**src/rtl/bin_to_bcd_seq_pkg.sv**
```systemverilog
// Shared defaults and FSM encoding for the sequential binary-to-BCD converter.
package bin_to_bcd_seq_pkg;

  localparam int IN_W_DEF    = 14;
  localparam int DIGITS_DEF  = 4;
  localparam int MAX_VAL_DEF = 9999;

  localparam logic [1:0] ST_IDLE   = 2'd0;
  localparam logic [1:0] ST_SHIFT  = 2'd1;
  localparam logic [1:0] ST_FINISH = 2'd2;

endpackage

```
**src/rtl/bcd_digit_adj.sv**
```systemverilog
// Double-dabble correction for one BCD nibble: add 3 when the digit is 5 or more.
module bcd_digit_adj (
  input  logic [3:0] digit,
  output logic [3:0] adj
);

  always_comb begin
    adj = digit;
    if (digit >= 4'd5) begin
      adj = digit + 4'd3;
    end
  end

endmodule

```
**src/rtl/bin_to_bcd_seq.sv**
```systemverilog
// Sequential double-dabble converter: one iteration per clock, saturating to
// all nines when the operand exceeds MAX_VAL.
module bin_to_bcd_seq
  import bin_to_bcd_seq_pkg::*;
#(
  parameter int IN_W    = IN_W_DEF,
  parameter int DIGITS  = DIGITS_DEF,
  parameter int MAX_VAL = MAX_VAL_DEF
) (
  input  logic                  clk,
  input  logic                  reset,
  input  logic                  start,
  input  logic [IN_W-1:0]       binIn,
  output logic                  busy,
  output logic                  done,
  output logic                  overflow,
  output logic [4*DIGITS-1:0]   bcdOut
);

  localparam int BCD_W  = 4 * DIGITS;
  localparam int WORK_W = BCD_W + IN_W;

  localparam logic [31:0]       MAX_VAL_U = 32'(MAX_VAL);
  localparam logic [IN_W-1:0]   CNT_LAST  = IN_W'(IN_W - 1);
  localparam logic [IN_W-1:0]   CNT_ONE   = IN_W'(1);
  localparam logic [BCD_W-1:0]  ALL_NINES = {DIGITS{4'h9}};

  logic [1:0]        state_reg;
  logic [IN_W-1:0]   cnt_reg;
  logic [WORK_W-1:0] work_reg;
  logic              ovf_pend_reg;
  logic              done_reg;
  logic              overflow_reg;
  logic [BCD_W-1:0]  bcd_out_reg;

  logic [BCD_W-1:0]  adj_bcd;
  logic [WORK_W-1:0] adj_work;
  logic [WORK_W-1:0] shift_next;

  // One corrector per digit of the working BCD field, which sits above the binary field.
  genvar gi;
  generate
    for (gi = 0; gi < DIGITS; gi++) begin : g_adj
      bcd_digit_adj u_adj (
        .digit (work_reg[IN_W + 4*gi +: 4]),
        .adj   (adj_bcd[4*gi +: 4])
      );
    end
  endgenerate

  assign adj_work   = {adj_bcd, work_reg[IN_W-1:0]};
  assign shift_next = {adj_work[WORK_W-2:0], 1'b0};

  always_ff @(posedge clk) begin
    if (reset) begin
      state_reg    <= ST_IDLE;
      cnt_reg      <= '0;
      work_reg     <= '0;
      ovf_pend_reg <= 1'b0;
      done_reg     <= 1'b0;
      overflow_reg <= 1'b0;
      bcd_out_reg  <= '0;
    end else begin
      done_reg <= 1'b0;
      case (state_reg)
        ST_IDLE: begin
          if (start) begin
            work_reg <= {{BCD_W{1'b0}}, binIn};
            cnt_reg  <= '0;
            // Out-of-range operands bypass the shift loop entirely.
            if (32'(binIn) > MAX_VAL_U) begin
              ovf_pend_reg <= 1'b1;
              state_reg    <= ST_FINISH;
            end else begin
              ovf_pend_reg <= 1'b0;
              state_reg    <= ST_SHIFT;
            end
          end
        end
        ST_SHIFT: begin
          work_reg <= shift_next;
          if (cnt_reg == CNT_LAST) begin
            state_reg <= ST_FINISH;
          end else begin
            cnt_reg <= cnt_reg + CNT_ONE;
          end
        end
        ST_FINISH: begin
          bcd_out_reg  <= ovf_pend_reg ? ALL_NINES : work_reg[WORK_W-1:IN_W];
          overflow_reg <= ovf_pend_reg;
          done_reg     <= 1'b1;
          state_reg    <= ST_IDLE;
        end
        default: begin
          state_reg <= ST_IDLE;
        end
      endcase
    end
  end

  assign busy     = (state_reg != ST_IDLE);
  assign done     = done_reg;
  assign overflow = overflow_reg;
  assign bcdOut   = bcd_out_reg;

endmodule
```
**config.mk**
```make
export PLATFORM = sky130hd
export DESIGN_NAME = bin_to_bcd_seq
export DESIGN_NICKNAME = d
export VERILOG_FILES = /design/src/rtl/bin_to_bcd_seq_pkg.sv /design/src/rtl/bcd_digit_adj.sv /design/src/rtl/bin_to_bcd_seq.sv
export SDC_FILE = /design/constraint.sdc
export NUM_CORES = 1
export LEC_CHECK = 0
export BUFFER_PORTS_ARGS = -buffer_cell sky130_fd_sc_hd__buf_2
export CORE_MARGIN = 4
export CORE_UTILIZATION = 60
export CTS_BUF_LIST = sky130_fd_sc_hd__clkbuf_8
export DETAILED_ROUTE_END_ITERATION = 12
export GPL_TIMING_DRIVEN = 0
export PLACE_DENSITY = 0.9
export RECOVER_POWER = 50
export SETUP_SLACK_MARGIN = 0.3
export SYNTH_ARGS = -nofsm -noshare
export SYNTH_HDL_FRONTEND = slang
export SYNTH_HIERARCHICAL = 1
export SYNTH_SLANG_ARGS = --single-unit
export TNS_END_PERCENT = 50
```
**constraint.sdc**
```tcl
create_clock -name clk -period 1.8 [get_ports clk]
set_input_delay 0.27 -clock clk [delete_from_list [all_inputs] [get_ports clk]]
set_output_delay 0.27 -clock clk [all_outputs]
set_load 0.05 [all_outputs]
```
# [Word-level counts from Yosys, hierarchy flattened]
# Index checks and enable logic that the tools add are counted.
[totals] input_bits=17 register_bits=65 out_inout_bits=19
[classes] eq_ne=6 muxes=16 magnitude_cmp=5 reduce_logical=7 add_sub_neg=5
[ops] operator="30-bit case mux with 2 select lines" count=1
[ops] operator="30-bit two-way mux" count=1
[ops] operator="14-bit two-way mux" count=2
[ops] operator="14-bit case mux with 2 select lines" count=1
[ops] operator="4-bit by 3-bit greater-or-equal comparator with 1-bit output, second input constant" count=4
[ops] operator="16-bit two-way mux" count=1
[ops] operator="14-bit by 1-bit adder with 14-bit output, second input constant" count=1
[ops] operator="14-bit by 4-bit equality test with 1-bit output, second input constant" count=1
[ops] operator="14-bit greater-than comparator, second input constant" count=1
[ops] operator="4-bit by 2-bit adder with 4-bit output, second input constant" count=3
[ops] operator="4-bit two-way mux" count=3
[ops] operator="2-bit two-way mux" count=3
[ops] operator="2-bit inequality test, second input constant" count=3
[ops] operator="2-bit AND reduction" count=3
[ops] operator="2-bit case mux with 2 select lines" count=1
[ops] operator="2-bit nonzero test" count=2
[ops] operator="3-bit by 2-bit adder with 3-bit output, second input constant" count=1
[ops] operator="3-bit two-way mux" count=1
[ops] operator="3-bit AND reduction" count=1
[ops] operator="2-bit by 1-bit equality test with 1-bit output, second input constant" count=1
[ops] operator="2-bit equality test, second input constant" count=1
[ops] operator="2-bit logical NOT" count=1
[ops] operator="1-bit two-way mux" count=2

# [Depth between registers and ports, before layout]
[logic_depth] ltp_word=4 depth_mapped=7 depth_no_buf=7

# [Modules after synthesis]
# The synthesis kept the hierarchy.
[modules_own_cells] module="bin_to_bcd_seq" n_inst=1 area_per_inst_um2=2683.8 cells_per_inst=312
[modules_own_cells] module="bcd_digit_adj" n_inst=4 area_per_inst_um2=101.3 cells_per_inst=16

# [Worst setup path before layout]
# Ideal clock, no wire load.
[synth_path] path_type="reg2reg" startpoint="register cnt_reg[4]" endpoint="register state_reg[1]" path_stages_with_launch=6 path_slack_ns=0.245 setup_ns=0.103 arrival_ns=1.451 required_time_ns=1.697 cell_sequence="dfxtp_1 buf_6 or4_4 nor3_4 a21oi_2 a2111oi_2"
[synth_via] elab_chain_len=3
[synth_rtl] element="start, declared" line="bin_to_bcd_seq.sv:29" text="logic [IN_W-1:0] cnt_reg;"
[synth_rtl] element="start signal, assigned" line="bin_to_bcd_seq.sv:85" text="cnt_reg <= cnt_reg + CNT_ONE;"
[synth_rtl] element="14-bit by 4-bit equality test with 1-bit output" line="bin_to_bcd_seq.sv:82" text="if (cnt_reg == CNT_LAST) begin"
[synth_rtl] element="2-bit inequality test (no line)"
[synth_rtl] element="2-bit AND reduction (no line)"
[synth_rtl] element="end signal, assigned" line="bin_to_bcd_seq.sv:83" text="state_reg <= ST_FINISH;"
[synth_rtl] element="end signal, assigned" line="bin_to_bcd_seq.sv:92" text="state_reg <= ST_IDLE;"
[synth_rtl] element="end signal, assigned" line="bin_to_bcd_seq.sv:95" text="state_reg <= ST_IDLE;"
[synth_rtl] element="end, declared" line="bin_to_bcd_seq.sv:28" text="logic [1:0] state_reg;"
# Every way passes these cells.
# A chain may end at the register's enable or synchronous reset.

# [Worst setup path in the final report]
[layout_path] startpoint="register cnt_reg[4]" endpoint="register state_reg[0]"
# The elaborated chain is that of the path after synthesis.

==> results.py <==
metrics = {
    "finish": {
        "drive_gt1_share_pct": 20.3,
        "antenna_cells": 0,
        "largest_reg_flops": 30,
        "layout.nets": 446,
        "stdcell_count": 491,
        "area_growth_syn_to_layout_pct": 18.8,
    },
    "drt": {
        "drc": 0,
        "ant_nets": 0,
        "vias": 2873,
        "wl_per_cell_um": 15.5,
        "drt-initial-drc-count": 234,
        "drt_first_pass_iters": 5,
        "routed_wl_um": 7630,
        "viasPerCell": 5.85,
    },
    "sta": {
        "worst_pin_slew_ps": 629,
        "setup_violations": 0,
        "fmax_mhz": 615,
        "fin_crit_sh_pct": 90.3,
        "maxSlewViolCount": 0,
        "hold_viol": 0,
        "clock_skew_ps": 14.2,
        "slew_headroom_pct": 58.3,
        "setup_tns_ps": 0,
        "fin_crit_ps": 1630,
        "rsz0062_at_grt": "yes",
    },
    "setup_path": {
        "cpLargestDelayFamily": "simple AND/OR/NAND/NOR gates",
        "startpoint": "cnt_reg[4]$_SDFFE_PP0P_",
        "arrival_ps": 1870,
        "critical_path.max_stage_delay_ps": 480,
        "worstPathMaxFanout": 3,
        "cp_slowest_cell": "or4_4",
        "cp-start-kind": "flop",
        "reg2reg_from": "cnt_reg[4]$_SDFFE_PP0P_",
        "setup.worst_path.end_class": "flop",
        "cp.required_ps": 2040,
        "criticalPathCategory": "flop to flop",
        "crit_chain": "buf_6 > or4_4 > nor3_4 > a21oi_2 > a22o_1",
        "worst-path-buf-inv": 1,
    },
    "outcome": {
        "status": "complete, no violations",
    },
    "die": {
        "io_pins": 36,
        "rows": 25,
        "fp.dieW_um": 79.5,
        "dieArea_mm2": 0.00632,
        "die_h_um": 79.5,
        "initial_utilization_pct": 63.3,
        "design.core.area_mm2": 0.00485,
    },
    "grt": {
        "grt_usage_pct": 24.3,
        "grt_overflow": 0,
        "grt_pass1_vias": 2735,
        "grt_max_degree": 11,
        "grt_pass1_wl_um": 12300,
        "antenna_found_initial": 0,
    },
    "clocking": {
        "cts_tree": "yes",
        "clock_tree.buffer_depth": 2,
        "htreeDepth": 3,
        "cts_made_buffers": 9,
        "clk_latency_ps": 350,
        "cts_root_buffer": "clkbuf_8",
        "cts_hold_buf": 0,
        "clk_pin_slew_worst_paths_ps": 80,
        "cts.sinks": 65,
    },
    "pwr": {
        "peakVddDrop_mv": 0.622,
        "p_leak_nw": 1.37,
        "power_density_mw_per_mm2": 866,
    },
    "synthesis": {
        "synth.avg_cell_area_um2": 8.25,
        "netlist_area_mm2": 0.00307,
        "syn-instance-count": 372,
        "synth-warning-count": 6,
        "synth_nets": 399,
    },
    "worst_hold_path": {
        "hp-start": "binIn[3]",
        "hold_path_class": "primary input to flop",
    },
    "place": {
        "gp_congestion": 0.861,
        "numPortBuffers": 34,
        "dp.cells": 473,
        "dp_hpwl_um": 4930,
    },
    "flow_run": {
        "drv_cap": 0,
    },
}
==> worst min-delay path, cell delays in order <==
cell	delay (ps)
buf_2	100
nand2_1	50
a311oi_1	80
==> cell type report <==
| type | instances | area, um^2 |
|---|---|---|
| flip-flops and latches | 65 | 1320 |
| inverters | 12 | 45.0 |
| well taps | 67 | 83.8 |
| clock buffers | 11 | 151 |
| repair buffers | 36 | 173 |
| multi-input cells | 272 | 1720 |
| fillers | 337 | 1200 |
| clock inverters | 5 | 22.5 |
| plain buffers | 23 | 134 |
==> metal layers <==
| metal | track usage, % | share of wire, % | routed length (um) | vias up |
|---|---|---|---|---|
| met2 | 40.5 | 50 | 3800 | 89 |
| li1 | - | - | - | 1399 |
| met4 | 13.1 | 2.1 | 157 | 0 |
| met1 | 30.1 | 42 | 3240 | 1366 |
| met3 | 3.72 | 5.7 | 437 | 19 |
| met5 | 0 | 0 | 0 | - |
==> per-stage QoR <==
step / setup WS (ps) / hold WS (ps) / area [um^2] / utilization [%] / power, W
2_1_floorplan: 245 / 431 / 3070 / - / 0.00190
3_3_place_gp: 106 / 441 / 3320 / 68.5 / 0.00201
3_5_place_dp: 80.4 / 447 / 3320 / 68.5 / 0.00202
4_1_cts: 207 / 199 / 3550 / 73.2 / 0.00312
5_1_grt: 134 / 216 / 3650 / 75.2 / 0.00327
6_report: 175 / 185 / 3650 / 75.2 / 0.00316
==> timing repair <==
action / CTS / global route
resized for setup: 22 / 43
buffers inserted: 1 / 1
endpoints found under the setup margin: 60 / 47
endpoints found under the hold margin: 0 / 0
cloned: 0 / 0
pin swaps: 3 / 5
==> path summary, 6_finish.rpt <==
check / to / slack [ps] / cells after the start
worst min register to register: bcdOut[6]$_SDFFE_PP0P_ / 460 / 2
worst max register to register: state_reg[0]$_SDFFE_PP0P_ / 170 / 5
worst max-delay path: state_reg[0]$_SDFFE_PP0P_ / 170 / 5
worst min-delay path: work_reg[3]$_SDFFE_PP0P_ / 190 / 3
==> layout by cell type, fill, tap and decap left out, drive strengths merged, types with 2 or more instances in the layout <==
| master | n |
|---|---|
| o21ai | 10 |
| nor3 | 18 |
| nand3b | 8 |
| nor2 | 49 |
| a22oi | 17 |
| dfxtp | 65 |
| nor2b | 2 |
| xnor2 | 5 |
| inv | 14 |
| nand3 | 6 |
| and3 | 2 |
| xor2 | 3 |
| nand2 | 60 |
| or4 | 2 |
| and4 | 2 |
| nand4 | 4 |
| a21oi | 20 |
| nand2b | 8 |
| ha | 10 |
| a311oi | 14 |
| or2 | 2 |
| or3 | 7 |
| nor4 | 2 |
| mux2i | 7 |
| clkbuf | 44 |
| buf | 26 |
| clkinv | 3 |
==> power breakdown <==
| group | switching, W | internal [W] | leakage [nW] |
|---|---|---|---|
| clock | 0.000553 | 0.000558 | 0.101 |
| combinational | 0.000339 | 0.000168 | 0.735 |
| sequential | 0.0000390 | 0.00150 | 0.534 |
| total | 0.000931 | 0.00223 | 1.37 |
Power figures use the tool's default switching activity.
